==> config.mk <==
export PLATFORM = sky130hd
export DESIGN_NAME = posit_to_float
export DESIGN_NICKNAME = d
export VERILOG_FILES = /design/src/rtl/posit_to_float.sv
export SDC_FILE = /design/constraint.sdc
export NUM_CORES = 1
export LEC_CHECK = 0
export BUFFER_PORTS_ARGS = -buffer_cell sky130_fd_sc_hd__buf_2
export CORE_UTILIZATION = 40
export DETAILED_ROUTE_END_ITERATION = 10
export PLACE_DENSITY_LB_ADDON = 0.1
export SYNTH_ARGS = -nofsm -noshare
export SYNTH_HDL_FRONTEND = slang
export SYNTH_SLANG_ARGS = --single-unit
==> constraint.sdc <==
create_clock -name clk -period 14.85 [get_ports clk]
set_input_delay 1.485 -clock clk [delete_from_list [all_inputs] [get_ports clk]]
set_output_delay 1.485 -clock clk [all_outputs]
set_load 0.01 [all_outputs]
==> src/rtl/posit_to_float.sv <==
`default_nettype none
// ============================================================================
//  Module      : posit_to_float
//  Description : Four-stage pipelined converter from posit<32,2> to
//                IEEE-754 binary32 with round-to-nearest-even. Accepts one
//                operand per cycle; start/done fixed-latency handshake.
//  Revision    : 1.0 - initial release
// ============================================================================
module posit_to_float #(
    parameter int NBITS   = 32,
    parameter int ES      = 2,
    parameter int LATENCY = 4
) (
    input  logic             clk,
    input  logic             reset,
    input  logic             start,
    input  logic [NBITS-1:0] in,
    output logic [31:0]      result,
    output logic             nar,
    output logic             zero,
    output logic             done
);

    // Fraction bits that survive after sign, the shortest regime (2 bits)
    // and the exponent field.
    localparam int c_frac_w = NBITS - 3 - ES;   // 27 for posit<32,2>

    // ------------------------------------------------------------------------
    // Stage 0: input capture
    // ------------------------------------------------------------------------
    logic [NBITS-1:0]   w_in_clean;
    logic               w_start_clean;
    logic [NBITS-1:0]   r0_in;
    logic [LATENCY-1:0] r_vld;

    // Unknown input bits are captured as 0 so X never enters the pipeline.
    always_comb begin
        w_in_clean = '0;
        for (int i = 0; i < NBITS; i++) begin
            w_in_clean[i] = (in[i] === 1'b1);
        end
        w_start_clean = (start === 1'b1);
    end

    // Valid bits travel alongside the data; one bit per stage.
    always_ff @(posedge clk) begin
        if (reset) begin
            r_vld <= '0;
        end else begin
            r_vld <= {r_vld[LATENCY-2:0], w_start_clean};
        end
    end

    // Operand register.
    always_ff @(posedge clk) begin
        if (reset) begin
            r0_in <= '0;
        end else begin
            r0_in <= w_in_clean;
        end
    end

    assign done = r_vld[LATENCY-1];

    // ------------------------------------------------------------------------
    // Stage 1: sign / regime / exponent / fraction extraction
    // ------------------------------------------------------------------------
    logic [NBITS-1:0]      w_mag;
    logic [4:0]            w_run;
    logic                  w_scan_stop;
    logic [NBITS-4:0]      w_rem;
    logic [ES-1:0]         w_e;
    logic [c_frac_w-1:0]   w_frac;
    logic signed [7:0]     w_run8;
    logic signed [7:0]     w_k;
    logic signed [7:0]     w_scale;
    logic                  w_nar;
    logic                  w_zero;

    logic                  r1_sign;
    logic signed [7:0]     r1_scale;
    logic [c_frac_w-1:0]   r1_frac;
    logic                  r1_nar;
    logic                  r1_zero;

    // Two's-complement magnitude. Only NaR keeps bit 31 set after negation,
    // which makes that bit a free NaR detector.
    assign w_mag  = r0_in[NBITS-1] ? (~r0_in + 1'b1) : r0_in;
    assign w_nar  = w_mag[NBITS-1];
    assign w_zero = (r0_in == '0);

    // Regime run length: count bits equal to bit 30 from the top down.
    always_comb begin
        w_run       = 5'd0;
        w_scan_stop = 1'b0;
        for (int i = NBITS-2; i >= 0; i--) begin
            if (!w_scan_stop) begin
                if (w_mag[i] == w_mag[NBITS-2]) begin
                    w_run = w_run + 5'd1;
                end else begin
                    w_scan_stop = 1'b1;
                end
            end
        end
    end

    // Bits below the terminator start at position 29-run; shifting
    // mag[28:0] by run-1 left-aligns them. Run is always >= 1, and a
    // 31-bit run shifts everything out, zero-filling e and fraction.
    assign w_rem  = w_mag[NBITS-4:0] << (w_run - 5'd1);
    assign w_e    = w_rem[NBITS-4 -: ES];
    assign w_frac = w_rem[c_frac_w-1:0];

    assign w_run8  = $signed({3'b000, w_run});
    assign w_k     = w_mag[NBITS-2] ? (w_run8 - 8'sd1) : (8'sd0 - w_run8);
    assign w_scale = (w_k <<< ES) + $signed({{(8-ES){1'b0}}, w_e});

    // Extraction register.
    always_ff @(posedge clk) begin
        if (reset) begin
            r1_sign  <= 1'b0;
            r1_scale <= '0;
            r1_frac  <= '0;
            r1_nar   <= 1'b0;
            r1_zero  <= 1'b0;
        end else begin
            r1_sign  <= r0_in[NBITS-1];
            r1_scale <= w_scale;
            r1_frac  <= w_frac;
            r1_nar   <= w_nar;
            r1_zero  <= w_zero;
        end
    end

    // ------------------------------------------------------------------------
    // Stage 2: round to 23 mantissa bits and bias the exponent
    // ------------------------------------------------------------------------
    logic        w_guard;
    logic        w_sticky;
    logic        w_lsb;
    logic        w_round_up;
    logic [23:0] w_mant_sum;
    logic [8:0]  w_exp9;
    logic [7:0]  w_exp8;

    logic        r2_sign;
    logic [7:0]  r2_exp;
    logic [22:0] r2_mant;
    logic        r2_nar;
    logic        r2_zero;

    assign w_guard    = r1_frac[3];
    assign w_sticky   = |r1_frac[2:0];
    assign w_lsb      = r1_frac[4];
    assign w_round_up = w_guard & (w_sticky | w_lsb);
    assign w_mant_sum = {1'b0, r1_frac[26:4]} + {23'd0, w_round_up};

    // A mantissa carry leaves the low 23 bits at zero and bumps the exponent.
    assign w_exp9 = {r1_scale[7], r1_scale} + 9'd127 + {8'd0, w_mant_sum[23]};

    // Scale is bounded to +/-120, so bit 8 never sets for a legal posit;
    // clamp to the largest finite exponent rather than wrap.
    assign w_exp8 = w_exp9[8] ? 8'hFE : w_exp9[7:0];

    // Rounding register.
    always_ff @(posedge clk) begin
        if (reset) begin
            r2_sign <= 1'b0;
            r2_exp  <= '0;
            r2_mant <= '0;
            r2_nar  <= 1'b0;
            r2_zero <= 1'b0;
        end else begin
            r2_sign <= r1_sign;
            r2_exp  <= w_exp8;
            r2_mant <= w_mant_sum[22:0];
            r2_nar  <= r1_nar;
            r2_zero <= r1_zero;
        end
    end

    // ------------------------------------------------------------------------
    // Stage 3: pack and output register
    // ------------------------------------------------------------------------
    // Specials override the packed value; flags are qualified by valid so
    // they read 0 whenever done is low. result holds during bubbles.
    always_ff @(posedge clk) begin
        if (reset) begin
            result <= 32'h0000_0000;
            nar    <= 1'b0;
            zero   <= 1'b0;
        end else begin
            nar  <= r_vld[2] & r2_nar;
            zero <= r_vld[2] & r2_zero & ~r2_nar;
            if (r_vld[2]) begin
                if (r2_nar) begin
                    result <= 32'h7FC0_0000;
                end else if (r2_zero) begin
                    result <= 32'h0000_0000;
                end else begin
                    result <= {r2_sign, r2_exp, r2_mant};
                end
            end
        end
    end

endmodule
`default_nettype wire

Word level (Yosys, flattened, before mapping) --
Index checks and enable logic that the tools add are counted. Widths: inputs -> output; s select.
Storage, ports and cells: bits in registers 142, output and inout port bits 35
Operators by class: shift-type cells 1, eq/ne operators 63, reduce and logical (&&, ||, !) cells 4, bitwise operators 8, mux-type cells 121, add/subtract/negate cells 37
Operators by type and width (count):
- $mux 5 | 58
- $add 5x1->5 const B | 29
- $mux 32 | 2
- $mux 1 | 57
- $eqx 1x1->1 const B | 33
- $add 32x1->32 const B | 1
- $logic_not 32->1 | 1
- $not 32->32 | 1
- $mux 31 | 1
- $eq 1x1->1 | 30
- $shl 29x5->29 | 1
- $add 23x1->24 | 1
- $add 8x8->9 const B | 1
- $add 9x1->9 | 1
- $add 8x3->8 | 1
- $mux 8 | 1
- $mux 6 | 1
- $sub 1x5->6 const A | 1
- $sub 5x1->6 const B | 1
- $sub 5x1->5 const B | 1
- $and 1x1->1 | 4
- $reduce_or 2->1 | 2
- $reduce_or 3->1 | 1
- $mux 2 | 1
- other kinds (2) | 3

Longest topological paths before layout --
Gate-level depths: netlist of the first run.
depth in word-level cells 95, depth in mapped cells 85

Worst setup path after synthesis of the first run --
No wires, ideal clock.
path kind register to register, from reg r0_in[11], to reg r1_frac[16], cell stages (with the launch flop) 82, clock period less this slack 15.116 ns, arrival 15.028 ns, setup slack -0.266 ns, buffers on the path 5, cells stage by stage dfxtp_1 -> buf_6 -> or4_4 -> or4_1 -> buf_4 -> o41ai_4 -> xor2_2 -> a21oi_1 -> o22ai_1 -> inv_1 -> ha_1 -> inv_1 -> o311a_1 -> o22ai_1 -> a21boi_0 -> o31a_1 -> o31ai_1 -> ha_1 -> (+46 left out) -> o31ai_1 -> ha_1 -> mux2_2 -> ha_1 -> and2_0 -> xnor2_1 -> nand2b_1 -> buf_1 -> nand3_1 -> or4_1 -> o2111a_1 -> a21o_1 -> buf_2 -> nand2_4 -> buf_6 -> nand2_2 -> or3_1 -> o32ai_2
On the way: cells in the longest elaborated chain, start to end 94
Ends and longest elaborated chain:
- start, declared | RTL line 33 | logic [NBITS-1:0] r0_in;
- start signal, assigned | RTL line 59 | r0_in <= w_in_clean;
- $not 32->32 | RTL line 88 | assign w_mag = r0_in[NBITS-1] ? (~r0_in + 1'b1) : r0_in;
- $add 32x1->32 | RTL line 88
- $mux 31 * | RTL line 88
- $eq 1x1->1 | RTL line 98 | if (w_mag[i] == w_mag[NBITS-2]) begin
- $mux 2 | RTL line 98
- $add 5x1->5 | RTL line 99 | w_run = w_run + 5'd1;
- $mux 5 | RTL line 98
- $mux 5 | RTL line 97 | if (!w_scan_stop) begin
- (+78 left out)
- $add 5x1->5 | RTL line 99
- $mux 5 | RTL line 98
- $mux 5 | RTL line 97
- $add 5x1->5 | RTL line 99
- $mux 5 | RTL line 98
- $mux 5 | RTL line 97
- $sub 5x1->5 | RTL line 110 | assign w_rem = w_mag[NBITS-4:0] << (w_run - 5'd1);
- $shl 29x5->29 * | RTL line 110
- end signal, assigned | RTL line 129 | r1_frac <= w_frac;
- end, declared | RTL line 82 | logic [c_frac_w-1:0] r1_frac;
Every way passes the cells marked *; elsewhere a longest branch is shown, timed or not. A chain may end at the register's enable or synchronous reset.

Worst setup path in the final report of the first run --
from reg r0_in[10], to reg r1_frac[26]
Same word-level chain as after synthesis.

==> flow_metrics.tcl, run 1 <==
set metrics [dict create \
    slew_violations 0 \
    yosys_most_used_dff "dfxtp_1" \
    placed_cell_area_sq_um 13600 \
    synthTopCellsByArea "dfxtp_1 23%, nor2_1 5.6%, xnor2_1 5.3%, mux2i_1 5.1%, nand2_1 4.7%" \
    fin_area_sq_um 14800 \
    core_sq_um 30000 \
    crit_fanout 8 \
    end_kind "flip-flop" \
    synth_top_area_cell "dfxtp_1" \
    synth_edf_count 0 \
    finalPower_mw 1.81 \
    cts_hold_buf 0 \
    synth.ff_latch_count 142 \
    clk_pin_slew_ns 0.07 \
    finalHoldViolations 0 \
    p_per_area_nw_per_um2 122 \
    die_h_um 177 \
    place_ws_ns -0.364 \
    overflow 0 \
    crit_type "flip-flop to flip-flop" \
    fmax_ghz 0.0696 \
    min_period_over_period_pct 96.7 \
    drt-initial-drc-count 986 \
    cp_slowest_cell "or4_4" \
    synthArstFlopShare_pct 0 \
    setup_viol 0 \
    clk_latency_ns 0.42 \
    rsz0062_at_grt "true" \
    fin_cells 2138 \
    path_common_cell "ha_1" \
    postSynthAreaPerCell_sq_um 7.65 \
    final_common_cell "nor2_1" \
    synth_nets 1671 \
    synth_cell_types 109 \
    drc 0 \
    cp.arrival_ns 14.70 \
    yosys_warnings 0 \
    status "complete, no violations" \
    tritoncts.num_buffers 17 \
    synth_area_sq_um 12300 \
    cts_tree "yes" \
    clock_path_buffers 2 \
    dpl.hpwl_um 28400 \
    drt-total-wl_um 37000 \
    die_w_um 177 \
    cts.sinks 142 \
    mostFrequentLayoutCells "176 x nor2_1, 148 x nand2_1, 140 x dfxtp_1, 121 x buf_4, 100 x a21oi_1" \
    drive_gt1_share_pct 22.7 \
    slew_headroom_pct 18.7 \
    dr.pass1.iters 5 \
    viasPerCell 5.72 \
    crit_required_ns 15.19 \
    dieArea_sq_um 31400 \
    drtAntennaViolNets 0 \
    cts_max_level 4 \
    syn_inst 1606 \
    grt_max_degree 101 \
    dp_cells 2080 \
    grt_first_pass_wirelength_um 59200 \
    setup_slack_ns 0.486 \
    critPathLaunchType "flip-flop" \
    vias 12200 \
    maxCapViolCount 0 \
    nets 1800 \
    io_buffer_count 69 \
    num_rows 63 \
    synth_seq_area_share_pct 23.1 \
    pin_count 70 \
    p_leak_nw 5.95 \
    synth_top_area_share_pct 23.1 \
    fin_skew_ns 0.0139 \
    antenna_found_initial 0 \
    wl_per_cell_um 17.3 \
    reg2reg_slack_ns 0.49 \
    crit_path_max_incr_delay_ns 0.58 \
    start_util_pct 41.0 \
    gp_congestion 0.926 \
    hp-class "flip-flop to flip-flop" \
    diodes 0 \
    worstMarginPinSlew_ns 1.21 \
    grt_pass1_vias 11300 \
    final_core_util_pct 49.4 \
    vdd_drop_max_uv 68.2 \
    syn_to_final_growth_pct 20.6 \
    fin_crit_ns 14.36 \
    ctsRootBufferMaster "clkbuf_16" \
    grtUsageTotal_pct 23.4 \
]
## cells in the mapped netlist, drive strengths merged (21+ instances only)
master / instances
nor3: 46
nor2b: 75
ha: 30
inv: 32
buf: 24
xor2: 51
mux2i: 62
nor4: 37
nor2: 187
o21ai: 79
dfxtp: 142
xnor2: 83
nand3: 68
nand2: 159
and3: 26
a21oi: 111
clkbuf: 62
or3: 21
nand4: 26
## report_power, final
| part | total [mW] | leakage (nW) | internal (mW) | switching, mW |
|---|---|---|---|---|
| clock | 0.433 | 0.298 | 0.230 | 0.203 |
| sequential | 0.475 | 1.17 | 0.437 | 0.0382 |
| combinational | 0.902 | 4.48 | 0.391 | 0.511 |
| total | 1.81 | 5.95 | 1.06 | 0.753 |
## registers in the layout, indices dropped and copies added (netlist names), 4 cells and up
signal / count
r0_in: 32
r2_exp: 8
r1_frac: 27
r2_mant: 23
r1_scale: 8
result: 32
r_vld: 4
## layout make-up
type	count	area, sq um
Fill cell	3001	15100
Multi-Input combinational cell	1345	9410
Sequential cell	142	2850
Timing Repair Buffer	195	1330
Tap cell	390	488
Clock buffer	17	425
Clock inverter	15	184
Inverter	34	129
## metal layers
layer / global-route usage (%) / routed length [um] / vias to the layer above
met5: 0 / 0 / -
met4: 6.57 / 749 / 0
met3: 3.03 / 1460 / 45
met2: 36.7 / 16400 / 286
met1: 33.4 / 18300 / 5808
li1: - / - / 6094
## path summary, 6_finish.rpt
path | cells past startpoint | end | startpoint
worst min register to register | 1 | r2_nar | r1_nar
worst min-delay path | 1 | r2_nar | r1_nar
worst max-delay path | 74 | r1_frac[26] | r0_in[10]
worst max register to register | 74 | r1_frac[26] | r0_in[10]
## cell families after synthesis
logic type,after synthesis,share of synthesized area [%]
adders and majority gates,35,3.46
muxes,79,6.70
buffers and inverters,120,4.15
AOI/OAI and AO/OA,361,20.0
xor gates and xnor gates,144,12.2
DFF,142,23.1
and+or+nand+nor,725,30.3
## metrics by stage
step	hold slack [ns]	setup TNS, ns
final	0.437	0
after global routing	0.462	-4.58
after CTS	0.443	0
after detailed placement	0.427	-4.88
after global placement	0.419	0
after floorplan	0.414	0
## timing repair
item,CTS,global route
endpoints found under the setup margin,30,34
gates resized for setup,16,91
pin swaps,12,68
setup buffers,8,16
cloned,1,1
## critical path: cells and delay by family (launching register included)
family | cells | cell delay (ns)
AOI/OAI and AO/OA | 25 | 4.68
adders and majority gates | 13 | 3.34
xor gates and xnor gates | 3 | 0.46
muxes | 6 | 1.20
and+or+nand+nor | 22 | 3.77
buffers and inverters | 5 | 0.42
DFF | 1 | 0.35
(Power assumes the default switching activity.)
==> run 2: changes to the inputs <==
BUFFER_PORTS_ARGS = unset   (was -buffer_cell sky130_fd_sc_hd__buf_2)
DONT_BUFFER_PORTS = 1   (was unset)
==> run 2 against run 1 <==
Hold slack is essentially flat; core utilization fell by 1.1 points; total power increased by 1.0%; critical endpoint is now r1_frac[25]; largest cell class unchanged.
==> flow_metrics.tcl, run 2 (same netlist as run 1, synthesis figures left out) <==
set metrics [dict create \
    status "complete, no violations" \
    path_common_cell "ha_1" \
    cp_slowest_cell "or4_4" \
    vias 12000 \
    grtUsageTotal_pct 23.6 \
    final_common_cell "nor2_1" \
    cts.sinks 142 \
    clk_latency_ns 0.43 \
    end_kind "flip-flop" \
    fmax_ghz 0.0696 \
    core_sq_um 30000 \
    fin_cells 2058 \
    drc 0 \
    clk_pin_slew_ns 0.07 \
    cts_hold_buf 0 \
    mostFrequentLayoutCells "178 x nor2_1, 152 x nand2_1, 139 x dfxtp_1, 106 x buf_4, 101 x a21oi_1" \
    nets 1720 \
    grt_max_degree 142 \
    die_h_um 177 \
    viasPerCell 5.84 \
    vdd_drop_max_uv 86.4 \
    clock_path_buffers 2 \
    dieArea_sq_um 31400 \
    setup_slack_ns 0.485 \
    final_core_util_pct 48.3 \
    grt_pass1_vias 11100 \
    io_buffer_count 0 \
    min_period_over_period_pct 96.7 \
    ctsRootBufferMaster "clkbuf_16" \
    diodes 0 \
    fin_skew_ns 0.0223 \
    dp_cells 1999 \
    critPathLaunchType "flip-flop" \
    start_util_pct 41.0 \
    crit_fanout 8 \
    cts_max_level 4 \
    dpl.hpwl_um 28100 \
    fin_area_sq_um 14500 \
    grt_first_pass_wirelength_um 59700 \
    p_per_area_nw_per_um2 126 \
    num_rows 63 \
    fillers 3003 \
    overflow 0 \
    drt-total-wl_um 37200 \
    placed_cell_area_sq_um 13200 \
    holdWs_ns 0.437 \
    wl_per_cell_um 18.1 \
    worstMarginPinSlew_ns 1.19 \
    multi_input_area_sq_um 9440 \
    hp-class "flip-flop to flip-flop" \
    crit_required_ns 15.20 \
    setup_viol 0 \
    fin_crit_ns 14.36 \
    slew_violations 0 \
    crit_type "flip-flop to flip-flop" \
    syn_to_final_growth_pct 17.8 \
    rsz0062_at_grt "true" \
    dr.pass1.iters 5 \
    drive_gt1_share_pct 18.9 \
    crit_path_max_incr_delay_ns 0.59 \
    reg.largest.list "r0_in x32, result x32, r1_frac x27" \
    finalHoldViolations 0 \
    tritoncts.num_buffers 17 \
    maxCapViolCount 0 \
    pin_count 70 \
    drt-initial-drc-count 942 \
    regArea_sq_um 2850 \
    cp.arrival_ns 14.72 \
    cts_tree "yes" \
    slew_headroom_pct 20.2 \
    gp_congestion 0.880 \
    die_w_um 177 \
    drtAntennaViolNets 0 \
    p_leak_nw 5.60 \
    place_ws_ns -0.206 \
    antenna_found_initial 1 \
]
[run 2: cell types whose count changed in the layout (fill, tap and decap cells not counted), moves of 4 or more]
cell,before,now
buf_2,69,0
buf_4,121,106
buf_12,2,6
inv_6,1,5
mux2i_4,0,4
nand2_1,148,152
nand2_2,10,6
[run 2: through the flow]
step                total power, mW  setup TNS, ns
floorplan                      1.05              0
global placement               1.29              0
detailed placement             1.29          -2.80
CTS                            1.76              0
global route                   1.95          -4.86
finish                         1.83              0
[run 2: power breakdown]
| part | switching, mW | internal [mW] | total, mW |
|---|---|---|---|
| Sequential | 0.0389 | 0.437 | 0.476 |
| Clock | 0.189 | 0.257 | 0.446 |
| Combinational | 0.506 | 0.401 | 0.906 |
| Total | 0.734 | 1.09 | 1.83 |
[run 2: routing by layer]
layer / routed length, um / up-vias / track usage (%)
li1: - / 5931 / -
met1: 18200 / 5762 / 33.6
met2: 16700 / 290 / 36.6
met3: 1580 / 37 / 3.52
met4: 663 / 0 / 6.47
met5: 0 / - / 0
[run 2: layout make-up]
cell class                      instances  share of cell area, %
Clock buffer                           17                   2.94
Clock inverter                         15                   1.31
Tap cell                              390                   3.37
Inverter                               34                  0.890
Sequential cell                       142                   19.7
Multi-Input combinational cell       1345                   65.2
Timing Repair Buffer                  115                   6.59
[run 2: what timing repair did]
item                                    in CTS  in global routing
gates resized for setup                     19                 92
endpoints found under the setup margin      28                 34
cloned                                       1                  0
pin swaps                                   10                 65
setup buffers                                9                 17
[run 2: path summary, 6_finish.rpt]
kind         cells past startpoint     endpoint  startpoint  slack [ns]
max reg2reg                     78  r1_frac[25]   r0_in[13]        0.49
min                              1     r_vld[2]    r_vld[1]        0.44
min reg2reg                      1     r_vld[2]    r_vld[1]        0.44
max                             78  r1_frac[25]   r0_in[13]        0.49
[run 2: critical path, delay by kind of cell, from the launching register on]
family                     cells  cell delay (ns)
DFF                            1             0.34
muxes                          7             1.47
buffers and inverters         10             1.04
xor gates and xnor gates       3             0.43
AOI/OAI and AO/OA             25             4.27
and+or+nand+nor               20             3.18
adders and majority gates     13             3.53
==> run 3: changes to the inputs <==
ABC_AREA = 1   (was unset)
==> run 3 against run 2 <==
Area after synthesis down 15%; critical path type unchanged; routed wire length is 26% lower; synthesized cell count rose by 6.4%; first-iteration DRC count decreased by 38%; hold slack got worse by 0.029 ns; worst setup slack gained 0.44 ns; total power grew 1.6%; clock skew decreased by 0.0074 ns.
==> flow_metrics.tcl, run 3 <==
set metrics [dict create \
    status "complete, no violations" \
    p_comb_share_pct 49.6 \
    synthTopCellsByArea "dfxtp_1 27%, nand2_1 19%, inv_1 7.5%, nor2_1 7.2%, nand3_1 6.1%" \
    crit_path_max_incr_delay_ns 0.38 \
    p_leak_nw 5.72 \
    power_frac_seq_pct 25.7 \
    core_sq_um 25500 \
    synth_nets 1774 \
    synthArstFlopShare_pct 0 \
    setup_slack_ns 0.925 \
    grt_max_degree 100 \
    path_common_cell "nand2_1" \
    fin_crit_ns 13.92 \
    place_ws_ns 0.0409 \
    min_from "r1_sign" \
    dieArea_sq_um 26900 \
    wl_per_cell_um 13.3 \
    crit_fanout 29 \
    grtUsageTotal_pct 20.1 \
    synth_cell_types 55 \
    fmax_ghz 0.0718 \
    drtAntennaViolNets 0 \
    drc 0 \
    slew_violations 0 \
    die_h_um 164 \
    synth_seq_area_share_pct 27.1 \
    antenna_found_initial 0 \
    reg.largest.list "r0_in x32, result x32, r1_frac x27" \
    dpl.hpwl_um 20800 \
    overflow 0 \
    start_util_pct 41.2 \
    cp.arrival_ns 14.24 \
    drt-initial-drc-count 580 \
    p_per_area_nw_per_um2 156 \
    crit_required_ns 15.16 \
    synth.ff_latch_count 142 \
    maxCapViolCount 0 \
    vias 10200 \
    pin_count 70 \
    nets 1781 \
    clock_path_buffers 2 \
    path_depth 93 \
    internal_power_mw 1.04 \
    hp-class "flip-flop to flip-flop" \
    postSynthAreaPerCell_sq_um 6.14 \
    final_common_cell "nand2_1" \
    viasPerCell 4.97 \
    finalHoldViolations 0 \
    end_kind "flip-flop" \
    cp_num_buf_inv 9 \
    cts_tree "yes" \
    clk_latency_ns 0.43 \
    setup_viol 0 \
    cpLargestDelayFamily "simple AND/OR/NAND/NOR gates" \
    mostFrequentLayoutCells "511 x nand2_1, 209 x inv_1, 196 x nor2_1, 140 x dfxtp_1, 119 x nand3_1" \
    clk_pin_slew_ns 0.07 \
    grt_pass1_vias 9082 \
    finalPower_mw 1.86 \
    vdd_drop_max_uv 109 \
    swShare_pct 44.2 \
    cts.sinks 142 \
    holdWs_ns 0.408 \
    syn_inst 1709 \
    reg2reg_from "r0_in[0]" \
    io_buffer_count 0 \
    yosys_warnings 0 \
    synth_area_sq_um 10500 \
    cts_max_level 4 \
    grt_first_pass_wirelength_um 43800 \
    tritoncts.num_buffers 17 \
    die_w_um 164 \
    drt-total-wl_um 27500 \
    num_rows 58 \
    min_path_cells 2 \
    dr.pass1.iters 7 \
    yosys_most_used_dff "dfxtp_1" \
    final_core_util_pct 46.8 \
    slew_headroom_pct 34.4 \
    yosysMostFrequentCell "nand2_1" \
    synthTopCellsByCount "537 x nand2_1, 211 x inv_1, 201 x nor2_1" \
    worstMarginPinSlew_ns 0.983 \
    fillers 2689 \
    p_clk_share_pct 24.7 \
    synth_edf_count 0 \
    ctsRootBufferMaster "clkbuf_16" \
    critPathLaunchType "flip-flop" \
    cts_hold_buf 0 \
    min_period_over_period_pct 93.8 \
    diodes 0 \
    drive_gt1_share_pct 13.9 \
    crit_type "flip-flop to flip-flop" \
    power.switching_mw 0.821 \
    synth_top_area_cell "dfxtp_1" \
    syn_to_final_growth_pct 13.7 \
    cp-startpoint "r0_in[0]" \
    fin_skew_ns 0.0149 \
    cp_slowest_cell "o21ai_0" \
    worst-r2r-cell-count 93 \
    synth_top_area_share_pct 27.1 \
    gp_congestion 0.923 \
]
-- run 3: area by class of cell --
cell class	count	area [sq um]	share of cell area, %
Multi-Input combinational cell	1284	6800	57.0
Sequential cell	142	2850	23.9
Inverter	237	911	7.64
Clock buffer	18	439	3.68
Tap cell	330	413	3.46
Timing Repair Buffer	33	314	2.63
Clock inverter	14	198	1.66
Timing Repair inverter	1	8.76	0.0734
-- run 3: routing by layer --
| layer | GRT usage, % | wire length [um] | vias to the layer above |
|---|---|---|---|
| met3 | 2.98 | 844 | 19 |
| li1 | - | - | 5410 |
| met5 | 0 | 0 | - |
| met1 | 26.5 | 13100 | 4599 |
| met4 | 3.75 | 301 | 0 |
| met2 | 34.9 | 13200 | 205 |
-- run 3: stage by stage --
step | instance area, sq um | instances | setup TNS, ns
floorplan | 10500 | 1709 | 0
global placement | 10700 | 2001 | 0
detailed placement | 10700 | 2001 | 0
CTS | 11400 | 2033 | 0
global route | 11900 | 2059 | -1.30
finish | 11900 | 2059 | 0
-- run 3: cells by family (layout without fill, tap and decap cells) --
group,count (synthesis),in the layout,synth area share (%)
compound gates,187,187,9.85
xor+xnor,49,49,4.16
fa+ha+maj,30,30,3.58
buf+inv,285,303,11.1
flops,142,142,27.1
mux,6,6,0.572
simple gates,1010,1012,43.6
-- run 3: worst paths after layout --
path / endpoint / slack [ns]
max: r1_frac[22] / 0.93
min: r2_sign / 0.41
max reg2reg: r1_frac[22] / 0.93
min reg2reg: r2_sign / 0.41
-- run 3: power by group through the flow --
stage                     logic (mW)  registers [mW]  clock network (mW)
after floorplan                0.635           0.473                   0
after global placement         0.781           0.484                   0
after detailed placement       0.780           0.485                   0
after CTS                      0.786           0.477               0.469
after global routing            1.04           0.485               0.488
final                          0.921           0.478               0.460
-- run 3: tightest hold or removal path, delay by kind of cell (launching register included) --
family	cells	cell delay, ns
DFF	1	0.30
buffers and inverters	1	0.04
and+or+nand+nor	1	0.03
-- run 3: what timing repair did --
action                                  4_1_cts  5_1_grt
cloned                                        0        4
buffers inserted                              0       22
resized for setup                             1       99
pin swaps                                     0       32
endpoints found under the setup margin        6       34
